### src/rtl/adder_arb_pkg.sv
// adder_arb_pkg
//   Shared types and helpers for the shared-adder round-robin scheduler.
//   state_t   : scheduler FSM encoding (IDLE / LOCKED)
//   ACT_CNT_W : width of the optional activity counters
//   popcount  : number of set bits in a zero-extended vector of up to POP_W bits
package adder_arb_pkg;

  typedef enum logic {
    IDLE   = 1'b0,
    LOCKED = 1'b1
  } state_t;

  localparam int ACT_CNT_W = 32;
  localparam int POP_W     = 128;

  function automatic logic [ACT_CNT_W-1:0] popcount(input logic [POP_W-1:0] v);
    logic [ACT_CNT_W-1:0] c;
    c = '0;
    for (int i = 0; i < POP_W; i++) begin
      c = c + ACT_CNT_W'(v[i]);
    end
    return c;
  endfunction

endpackage

### src/rtl/rr_arbiter.sv
// rr_arbiter
//   Purely combinational round-robin pick: grants the first asserted request
//   at or after ptr, wrapping past NREQ-1 back to 0.
//   req : request vector (NREQ)
//   ptr : highest-priority index this cycle (must be < NREQ)
//   gnt : one-hot grant, all zeros when no request is asserted
module rr_arbiter #(
  parameter int NREQ = 4,
  parameter int PW   = (NREQ > 1) ? $clog2(NREQ) : 1
) (
  input  logic [NREQ-1:0] req,
  input  logic [PW-1:0]   ptr,
  output logic [NREQ-1:0] gnt
);

  logic          found;
  logic [PW-1:0] idx;

  always_comb begin
    gnt   = '0;
    found = 1'b0;
    idx   = '0;
    for (int off = 0; off < NREQ; off++) begin
      idx = PW'((int'(ptr) + off) % NREQ);
      if (!found && req[idx]) begin
        gnt[idx] = 1'b1;
        found    = 1'b1;
      end
    end
  end

endmodule

### src/rtl/adder_share_arb.sv
// adder_share_arb
//   Shares one N-bit adder among NREQ flit requesters. A requester keeps the
//   adder for a whole packet (locked until its req_last flit is accepted);
//   between packets the next owner is chosen round-robin. Each sum lands in a
//   one-entry result register drained with valid/ready.
//
//   Handshake semantics (both sides): a transfer happens on a rising clk edge
//   where valid && ready. req_ready is one-hot, never asserted to a requester
//   whose req_valid is low, and is low while the result register cannot take
//   a new value (rsp_valid && !rsp_ready). rsp_* hold steady while
//   rsp_valid && !rsp_ready.
//
//   Ports
//     clk, rst_n          clock (rising) / asynchronous active-low reset
//     req_valid/req_last  per-requester flit valid / last-of-packet
//     req_a, req_b        operands, requester i at [i*N +: N]
//     req_ready           one-hot accept
//     rsp_valid/rsp_ready result handshake
//     rsp_sum             (a+b) mod 2^N
//     rsp_id, rsp_last    producing requester, copy of its req_last
//     act_ops, act_toggles  activity counters (only with ACTIVITY_CNT_EN)
//     dbg_state           current scheduler state
//
//   Build option: define ACTIVITY_CNT_EN to add the act_ops / act_toggles
//   saturating counters.
module adder_share_arb
  import adder_arb_pkg::*;
#(
  parameter int N    = 22,
  parameter int NREQ = 4,
  parameter int IDW  = 2
) (
  input  logic                 clk,
  input  logic                 rst_n,
  input  logic [NREQ-1:0]      req_valid,
  input  logic [NREQ-1:0]      req_last,
  input  logic [NREQ*N-1:0]    req_a,
  input  logic [NREQ*N-1:0]    req_b,
  output logic [NREQ-1:0]      req_ready,
  output logic                 rsp_valid,
  input  logic                 rsp_ready,
  output logic [N-1:0]         rsp_sum,
  output logic [IDW-1:0]       rsp_id,
  output logic                 rsp_last,
`ifdef ACTIVITY_CNT_EN
  output logic [ACT_CNT_W-1:0] act_ops,
  output logic [ACT_CNT_W-1:0] act_toggles,
`endif
  output state_t               dbg_state
);

  localparam int PW = (NREQ > 1) ? $clog2(NREQ) : 1;

  state_t          state;
  logic [PW-1:0]   ptr;
  logic [PW-1:0]   owner;
  logic [PW-1:0]   sel;
  logic [PW-1:0]   next_ptr;
  logic [NREQ-1:0] arb_gnt;
  logic            out_free;
  logic            accept;
  logic [N-1:0]    a_sel;
  logic [N-1:0]    b_sel;
  logic [N-1:0]    sum;
  logic            last_sel;

  assign dbg_state = state;

  rr_arbiter #(.NREQ(NREQ), .PW(PW)) u_rr (
    .req (req_valid),
    .ptr (ptr),
    .gnt (arb_gnt)
  );

  // The result register can take a new flit when empty or draining this cycle.
  assign out_free = !rsp_valid || rsp_ready;

  // Gating with rst_n keeps req_ready low for the whole reset, not just after it.
  always_comb begin
    req_ready = '0;
    if (rst_n && out_free) begin
      if (state == IDLE) begin
        req_ready = arb_gnt;
      end else begin
        req_ready[owner] = req_valid[owner];
      end
    end
  end

  assign accept = |req_ready;

  // Operand mux driven straight from the one-hot grant.
  always_comb begin
    sel      = '0;
    a_sel    = '0;
    b_sel    = '0;
    last_sel = 1'b0;
    for (int i = 0; i < NREQ; i++) begin
      if (req_ready[i]) begin
        sel      = PW'(i);
        a_sel    = req_a[i*N +: N];
        b_sel    = req_b[i*N +: N];
        last_sel = req_last[i];
      end
    end
  end

  // Carry out is intentionally dropped.
  assign sum      = a_sel + b_sel;
  assign next_ptr = (sel == PW'(NREQ - 1)) ? '0 : sel + 1'b1;

  always_ff @(posedge clk or negedge rst_n) begin
    if (!rst_n) begin
      state     <= IDLE;
      ptr       <= '0;
      owner     <= '0;
      rsp_valid <= 1'b0;
      rsp_sum   <= '0;
      rsp_id    <= '0;
      rsp_last  <= 1'b0;
    end else begin
      // Result register: a load wins over (and may coincide with) a drain.
      if (accept) begin
        rsp_valid <= 1'b1;
        rsp_sum   <= sum;
        rsp_id    <= IDW'(sel);
        rsp_last  <= last_sel;
      end else if (rsp_ready) begin
        rsp_valid <= 1'b0;
      end

      case (state)
        IDLE: begin
          if (accept) begin
            ptr <= next_ptr;
            if (!last_sel) begin
              state <= LOCKED;
              owner <= sel;
            end
          end
        end
        LOCKED: begin
          // Only the owner can be accepted here; gaps keep the lock.
          if (accept && last_sel) begin
            state <= IDLE;
          end
        end
        default: state <= IDLE;
      endcase
    end
  end

`ifdef ACTIVITY_CNT_EN
  logic [2*N-1:0]       prev_ab;
  logic [ACT_CNT_W-1:0] flips;
  logic [ACT_CNT_W:0]   tog_sum;

  assign flips   = popcount(POP_W'({a_sel, b_sel} ^ prev_ab));
  assign tog_sum = {1'b0, act_toggles} + {1'b0, flips};

  always_ff @(posedge clk or negedge rst_n) begin
    if (!rst_n) begin
      act_ops     <= '0;
      act_toggles <= '0;
      prev_ab     <= '0;
    end else if (accept) begin
      if (act_ops != '1) begin
        act_ops <= act_ops + 1'b1;
      end
      act_toggles <= tog_sum[ACT_CNT_W] ? '1 : tog_sum[ACT_CNT_W-1:0];
      prev_ab     <= {a_sel, b_sel};
    end
  end
`endif

endmodule

### config.mk
export PLATFORM = sky130hd
export DESIGN_NAME = adder_share_arb
export DESIGN_NICKNAME = d
export VERILOG_FILES = /design/src/rtl/adder_arb_pkg.sv /design/src/rtl/rr_arbiter.sv /design/src/rtl/adder_share_arb.sv
export SDC_FILE = /design/constraint.sdc
export NUM_CORES = 1
export LEC_CHECK = 0
export ABC_AREA = 1
export CAP_MARGIN = 20
export CELL_PAD_IN_SITES_DETAIL_PLACEMENT = 1
export CELL_PAD_IN_SITES_GLOBAL_PLACEMENT = 2
export CORE_MARGIN = 1
export CORE_UTILIZATION = 20
export DETAILED_ROUTE_END_ITERATION = 10
export PLACE_DENSITY = 0.89
export REMOVE_ABC_BUFFERS = 1
export SLEW_MARGIN = 5
export SYNTH_ARGS = -nofsm -noshare
export SYNTH_HDL_FRONTEND = slang
export SYNTH_SLANG_ARGS = --single-unit
### constraint.sdc
create_clock -name clk -period 5.6 [get_ports clk]
set_clock_uncertainty 0.1 [all_clocks]
set_input_delay 1.12 -clock clk [delete_from_list [all_inputs] [get_ports clk]]
set_output_delay 1.12 -clock clk [all_outputs]
set_load 0.01 [all_outputs]
==> results of run 1 <==
[critical path, stage by stage]
cell             delay (ns)
clkdlybuf4s50_1        0.53
nand2_1                0.10
nand3_2                0.13
nand2_2                0.07
nand2_1                0.14
nor2_1                 0.05
nor2_1                 0.13
nand3_2                0.10
nand3_4                0.11
buf_4                  0.23
nor2_1                 0.08
a211oi_1               0.27
ha_1                   0.22
inv_1                  0.05
fa_1                   0.43
or2_2                  0.33
o21ai_0                0.41
a21oi_1                0.20
o21ai_0                0.26
xnor2_1                0.14
o21ai_0                0.09
[layer usage]
metal	global-route usage (%)	vias up	wire length (um)
met3	2.27	17	1110
met4	5.26	0	361
met5	0	-	0
met1	23.5	2527	8990
met2	33.5	199	9620
li1	-	2704	-
[state kept, by name, indices dropped and copies added, names as in the netlist, named ones only]
| signal | flops |
|---|---|
| rsp_last | 1 |
| ptr | 2 |
| rsp_valid | 1 |
| rsp_id | 2 |
| rsp_sum | 22 |
| owner | 2 |
[placed cells by master (no fill, tap or decap), drive strengths merged, types with 5 or more instances in the layout]
| cell | count |
|---|---|
| nand3 | 85 |
| o21ai | 41 |
| xor2 | 10 |
| nor2 | 59 |
| nand4 | 5 |
| dfrtp | 31 |
| a211oi | 27 |
| clkdlybuf4s50 | 217 |
| clkbuf | 6 |
| nand2 | 184 |
| a31oi | 5 |
| xnor2 | 12 |
| a21oi | 53 |
| nor3 | 27 |
| inv | 48 |
| ha | 28 |
| buf | 16 |
[layout make-up]
cell class | count | area, um2 | area share, %
multi-input cells | 560 | 3040 | 44.7
repair buffers | 233 | 2290 | 33.7
flip-flops and latches | 31 | 776 | 11.4
well taps | 270 | 338 | 4.96
inverters | 49 | 185 | 2.72
clock buffers | 6 | 139 | 2.04
clock inverters | 2 | 35.0 | 0.515
[cells by family after synthesis]
family	synth area share, %
fa+ha+maj	8.77
simple gates	38.3
flops	18.4
compound gates	20.4
buf+inv	9.60
xor+xnor	4.56
[final timing paths]
path / end / cells after the start
max in group asynchronous: ptr[1] / 2
hold / removal: rsp_sum[14] / 2
setup / recovery: rsp_sum[10] / 21
setup reg to reg: rsp_sum[10] / 22
min in group asynchronous: rsp_sum[1] / 2
hold reg to reg: rsp_sum[14] / 2
[metrics by stage]
stage                     setup WS [ns]  cell area (um2)
final                             0.434             6810
after global routing             0.0193             6810
after CTS                         0.436             6810
after detailed placement          0.138             6630
after global placement            0.189             6630
after floorplan                   0.570             4000
[report_power, final]
group / total [mW] / leakage, nW / switching, mW / internal [mW]
Clock: 0.329 / 0.0868 / 0.108 / 0.221
Combinational: 2.82 / 2.43 / 1.73 / 1.09
Sequential: 0.419 / 0.388 / 0.0791 / 0.340
Total: 3.56 / 2.91 / 1.92 / 1.65
==> summary.md, run 1 <==
| Metric | Value |
|---|---|
| Arr. time, crit path | `5.22 ns` |
| Ys Warns | `0` |
| Top cell type's share of synthesized area | `18.4%` |
| HP Class | `reg2reg` |
| P_leak | `2.91 nW` |
| Die Width | `147 um` |
| Netlist cell types | `41` |
| Drt pass-1 iters | `4` |
| Clock Latency Late Sink | `0.28 ns` |
| Wire length per cell | `17.4 um` |
| Syn Inst Count | `672` |
| # rows | `52` |
| P&R area growth vs syn | `61.2%` |
| CP Max Fanout | `16` |
| Count leader, synth | `nand2_1` |
| Setup TNS | `0 ns` |
| Fin crit share | `92.3%` |
| Final hold slack | `0.386 ns` |
| CP Launch Point | `req_valid[1]` |
| EDFF count, synth | `0` |
| Ys flop type | `dfrtp_1` |
| Global-route wire length before repair | `31600 um` |
| Maximum clock path buffer count | `2` |
| Worst-Margin Slew | `0.548 ns` |
| Max-slew violation count | `0` |
| CTS tree | `built` |
| Commonest cells post-synth | `nand2_1, nand3_1, nor2_1, a21oi_1, inv_1` |
| Final WL | `20100 um` |
| Yosys reg bits | `31` |
| Pwr Density | `524 nW/um2` |
| Cell taking the most area after synthesis | `dfrtp_1` |
| Die Height | `147 um` |
| Share of cells above drive strength 1 | `5.90%` |
| Final net count | `1096` |
| Crit end category | `register` |
| Worst path required time | `5.65 ns` |
| CTS resizes | `0` |
| CTS sink count | `31` |
| Min cycle time layout | `5.17 ns` |
| Starting DRC count in detailed routing | `253` |
| Reg2Reg Launch Point | `ptr[0]` |
| Vias per inst | `4.73` |
| Placed insts | `1143` |
| Clock transition at path regs | `0.06 ns` |
| Die ar. | `21700 um2` |
| GRT Util Overall | `18.8%` |
| Setup Buffers After CTS | `0` |
| Core area | `20500 um2` |
| Mean cell area of the mapped netlist | `6.28 um2` |
| Seq/Total Area, Yosys | `18.4%` |
| Util after Layout | `33.2%` |
| Number of I/O port buffers | `217` |
| Initial antenna violation count | `0` |
| H-tree Lvls | `2` |
| Num CTS Buffers | `5` |
| Number of remaining DRC errors | `0` |
| Slew HR | `63.2%` |
| Starting Density | `20.6%` |
| Cts-stage hold buffer count | `0` |
| Vias in the first global route | `5829` |
| Status | `completed` |
| HPWL after detailed placement | `16200 um` |
| CP Launch Type | `input port` |
| Antenna diodes | `0` |
| Mapped cell area | `4220 um2` |
| Hold_sp | `rsp_sum[14]` |
| Kind of critical path | `in2reg` |
| Fmax achieved | `194 MHz` |
| Clk Tree Root Cell | `clkbuf_16` |
| Largest net degree at the start of global routing | `46` |
| Non-filler cells, final | `1151` |
| Vias | `5447` |
| Total gr overflow | `0` |
| Max IR drop VDD | `0.000179 V` |
| Final setup violation count | `0` |
| Antenna-violating nets left | `0` |
| Gpl congestion | `0.852` |
| Async SR Flop Fraction | `100%` |
| Final-layout fill cell count | `2608` |
| Fin. Hold Viols | `0` |
| Reg2Reg Setup Slack | `0.58 ns` |
| Pwr Total | `3.56 mW` |
| Max-Cap Viols | `0` |
| Area contributors post-synth | `dfrtp_1, nand2_1, nand3_1, ha_1, a21oi_1` |
| RSZ-0062 raised after global routing | `no` |
| Ports | `218` |
Note: power is estimated with default switching activity, not from simulation.
==> inputs of run 2 (changes only) <==
--- a/config.mk
+++ b/config.mk
@@ -9,11 +9,11 @@
 export CAP_MARGIN = 20
 export CELL_PAD_IN_SITES_DETAIL_PLACEMENT = 1
 export CELL_PAD_IN_SITES_GLOBAL_PLACEMENT = 2
+export CORE_ASPECT_RATIO = 2
 export CORE_MARGIN = 1
 export CORE_UTILIZATION = 20
 export DETAILED_ROUTE_END_ITERATION = 10
 export PLACE_DENSITY = 0.89
-export REMOVE_ABC_BUFFERS = 1
 export SLEW_MARGIN = 5
 export SYNTH_ARGS = -nofsm -noshare
 export SYNTH_HDL_FRONTEND = slang
==> summary.md, run 2 (same netlist as run 1, synthesis figures left out) <==
| Metric | Value |
|---|---|
| Status | `completed` |
| Placed inst area | `6740 um2 (+1.6%)` |
| Die Width | `105 um (-29%)` |
| Num CTS Buffers | `5 (unchanged)` |
| Slew HR | `44.8% (-18 points)` |
| Setup Buffers After CTS | `0 (unchanged)` |
| Fmax achieved | `192 MHz (-0.90%)` |
| Antenna-violating nets left | `0 (unchanged)` |
| Register share of total power | `11.4% (-0.3 points)` |
| P&R area growth vs syn | `64.5%` |
| Pwr Density | `540 nW/um2 (+3.1%)` |
| Int Power | `1.75 mW (+6.5%)` |
| Switching power | `1.99 mW (+4.0%)` |
| Vias in the first global route | `6140 (+5.3%)` |
| Starting DRC count in detailed routing | `193 (-24%)` |
| Top reg by flops | `rsp_sum` |
| HPWL after detailed placement | `18900 um (+16%)` |
| DP Worst Slack | `0.0162 ns (-0.122 ns)` |
| Max IR drop VDD | `0.000196 V (+9.6%)` |
| Initial antenna violation count | `5 (+5)` |
| Util after Layout | `33.8% (+0.58 points)` |
| Max-Cap Viols | `0 (unchanged)` |
| HP Class | `reg2reg` |
| Die Height | `207 um (+41%)` |
| Setup TNS | `0 ns (unchanged)` |
| Final setup violation count | `0 (unchanged)` |
| Vias per inst | `4.84 (+2.4%)` |
| Non-Filler Cell Area, Final | `6950 um2 (+2.0%)` |
| Fin crit share | `93.1% (+0.83 points)` |
| Ports | `218 (unchanged)` |
| Worst-Margin Slew | `0.826 ns (+0.278 ns)` |
| Most frequent cells in the layout | `clkdlybuf4s50_1, nand2_1, nand3_1` |
| Switching share of power | `53.2% (-0.59 points)` |
| Cts-stage hold buffer count | `0 (unchanged)` |
| Post-Syn Nets | `888` |
| Die ar. | `21700 um2 (+0.16%)` |
| Starting Density | `20.5% (-0.060 points)` |
| CTS tree | `built` |
| Crit end category | `register` |
| Drt pass-1 iters | `4 (unchanged)` |
| Number of I/O port buffers | `217 (unchanged)` |
| Commonest non-fill, non-tap cell in the layout | `clkdlybuf4s50_1` |
| Clock transition at path regs | `0.05 ns (about the same)` |
| Min cycle time layout | `5.21 ns (+0.0467 ns)` |
| Total gr overflow | `0 (unchanged)` |
| Kind of critical path | `in2reg` |
| Largest net degree at the start of global routing | `41 (-11%)` |
| # rows | `74 (+42%)` |
| CTS resizes | `0 (unchanged)` |
| Arr. time, crit path | `5.28 ns (+0.06 ns)` |
| CTS sink count | `31 (unchanged)` |
| CP Launch Type | `input port` |
| Global-route wire length before repair | `33500 um (+5.9%)` |
| Wire length per cell | `18.9 um (+8.5%)` |
| Vias | `5620 (+3.2%)` |
| GRT Util Overall | `20.1% (+1.3 points)` |
| Maximum clock path buffer count | `2 (unchanged)` |
| Fin. Hold Viols | `0 (unchanged)` |
| Share of cells above drive strength 1 | `6.75% (+0.85 points)` |
| Max-slew violation count | `0 (unchanged)` |
| Placed insts | `1147 (+0.35%)` |
| Final WS setup | `0.387 ns (-0.0467 ns)` |
| Clock Latency Late Sink | `0.28 ns (about the same)` |
| Core area | `20600 um2 (+0.29%)` |
| Number of remaining DRC errors | `0 (unchanged)` |
| H-tree Lvls | `2 (unchanged)` |
| Final WL | `22000 um (+9.3%)` |
| RSZ-0062 raised after global routing | `no` |
| P_leak | `2.97 nW (+2.0%)` |
| Non-filler cells, final | `1160 (+0.78%)` |
| Worst path required time | `5.67 ns (+0.02 ns)` |
| Clk Tree Root Cell | `clkbuf_16` |
| Final net count | `1104 (+0.73%)` |
| CP Max Fanout | `12 (-4)` |
| Combinational fraction of design power | `79.3% (+0.3 points)` |
| Clock Power Share | `9.3% (about the same)` |
| Max reg flops | `22 (unchanged)` |
| Gpl congestion | `0.911 (+6.9%)` |
## run 2: cell count changes in the layout (fill, tap and decap cells not counted), moves of 2 or more
cell / delta
buf_4: +4
clkinv_2: -2
diode_2: +5
buf_12: +4
## run 2: cell type report
| cell class | instances | area, um2 |
|---|---|---|
| diodes | 5 | 12.5 |
| inverters | 49 | 186 |
| fillers | 2604 | 13600 |
| well taps | 266 | 333 |
| clock buffers | 6 | 129 |
| clock inverters | 2 | 60.1 |
| multi-input cells | 560 | 3050 |
| repair buffers | 241 | 2400 |
| flip-flops and latches | 31 | 776 |
## run 2: path summary, 6_finish.rpt
check	to	slack (ns)	cells after the start	from
max	rsp_sum[21]	0.39	25	req_valid[1]
min	rsp_sum[13]	0.38	2	rsp_sum[13]
max reg2reg	rsp_sum[21]	0.66	26	ptr[0]
min reg2reg	rsp_sum[13]	0.38	2	rsp_sum[13]
max in group asynchronous	rsp_sum[16]	3.90	2	rst_n
min in group asynchronous	rsp_sum[2]	1.21	2	rst_n
## run 2: power groups by stage
| stage | Sequential (mW) | Clock [mW] | Combinational [mW] |
|---|---|---|---|
| 2_1_floorplan | 0.448 | 0 | 1.84 |
| 6_report | 0.427 | 0.348 | 2.97 |
| 4_1_cts | 0.430 | 0.354 | 2.99 |
| 3_3_place_gp | 0.428 | 0 | 2.94 |
| 5_1_grt | 0.440 | 0.359 | 3.28 |
| 3_5_place_dp | 0.431 | 0 | 2.97 |
## run 2: metrics by stage
step	hold slack, ns	total power, mW
4_1_cts	0.384	3.77
6_report	0.377	3.75
2_1_floorplan	0.364	2.28
3_3_place_gp	0.356	3.37
3_5_place_dp	0.371	3.40
5_1_grt	0.416	4.08
## run 2: metal layers
metal | routed length, um | up-vias | global-route usage, %
met3 | 535 | 50 | 1.38
met4 | 1030 | 0 | 10.6
met1 | 7360 | 2678 | 18.7
li1 | - | 2724 | -
met5 | 0 | - | 0
met2 | 13000 | 168 | 41.7
## run 2: worst max-delay path: stages
cell             delay (ns)
clkdlybuf4s50_1        0.56
nand2_1                0.12
nand3_2                0.13
nand2_2                0.09
nand2_1                0.14
nor2_1                 0.05
nor2_1                 0.15
nand3_2                0.12
nand2_4                0.13
buf_4                  0.24
inv_2                  0.14
buf_4                  0.19
nand2_1                0.06
nand2_1                0.05
nand2_1                0.05
nand3_1                0.09
ha_1                   0.41
a21oi_1                0.24
o21ai_0                0.18
a221oi_1               0.38
o21ai_0                0.16
a21oi_1                0.22
nand3_1                0.11
nand3_1                0.09
nand2_1                0.05
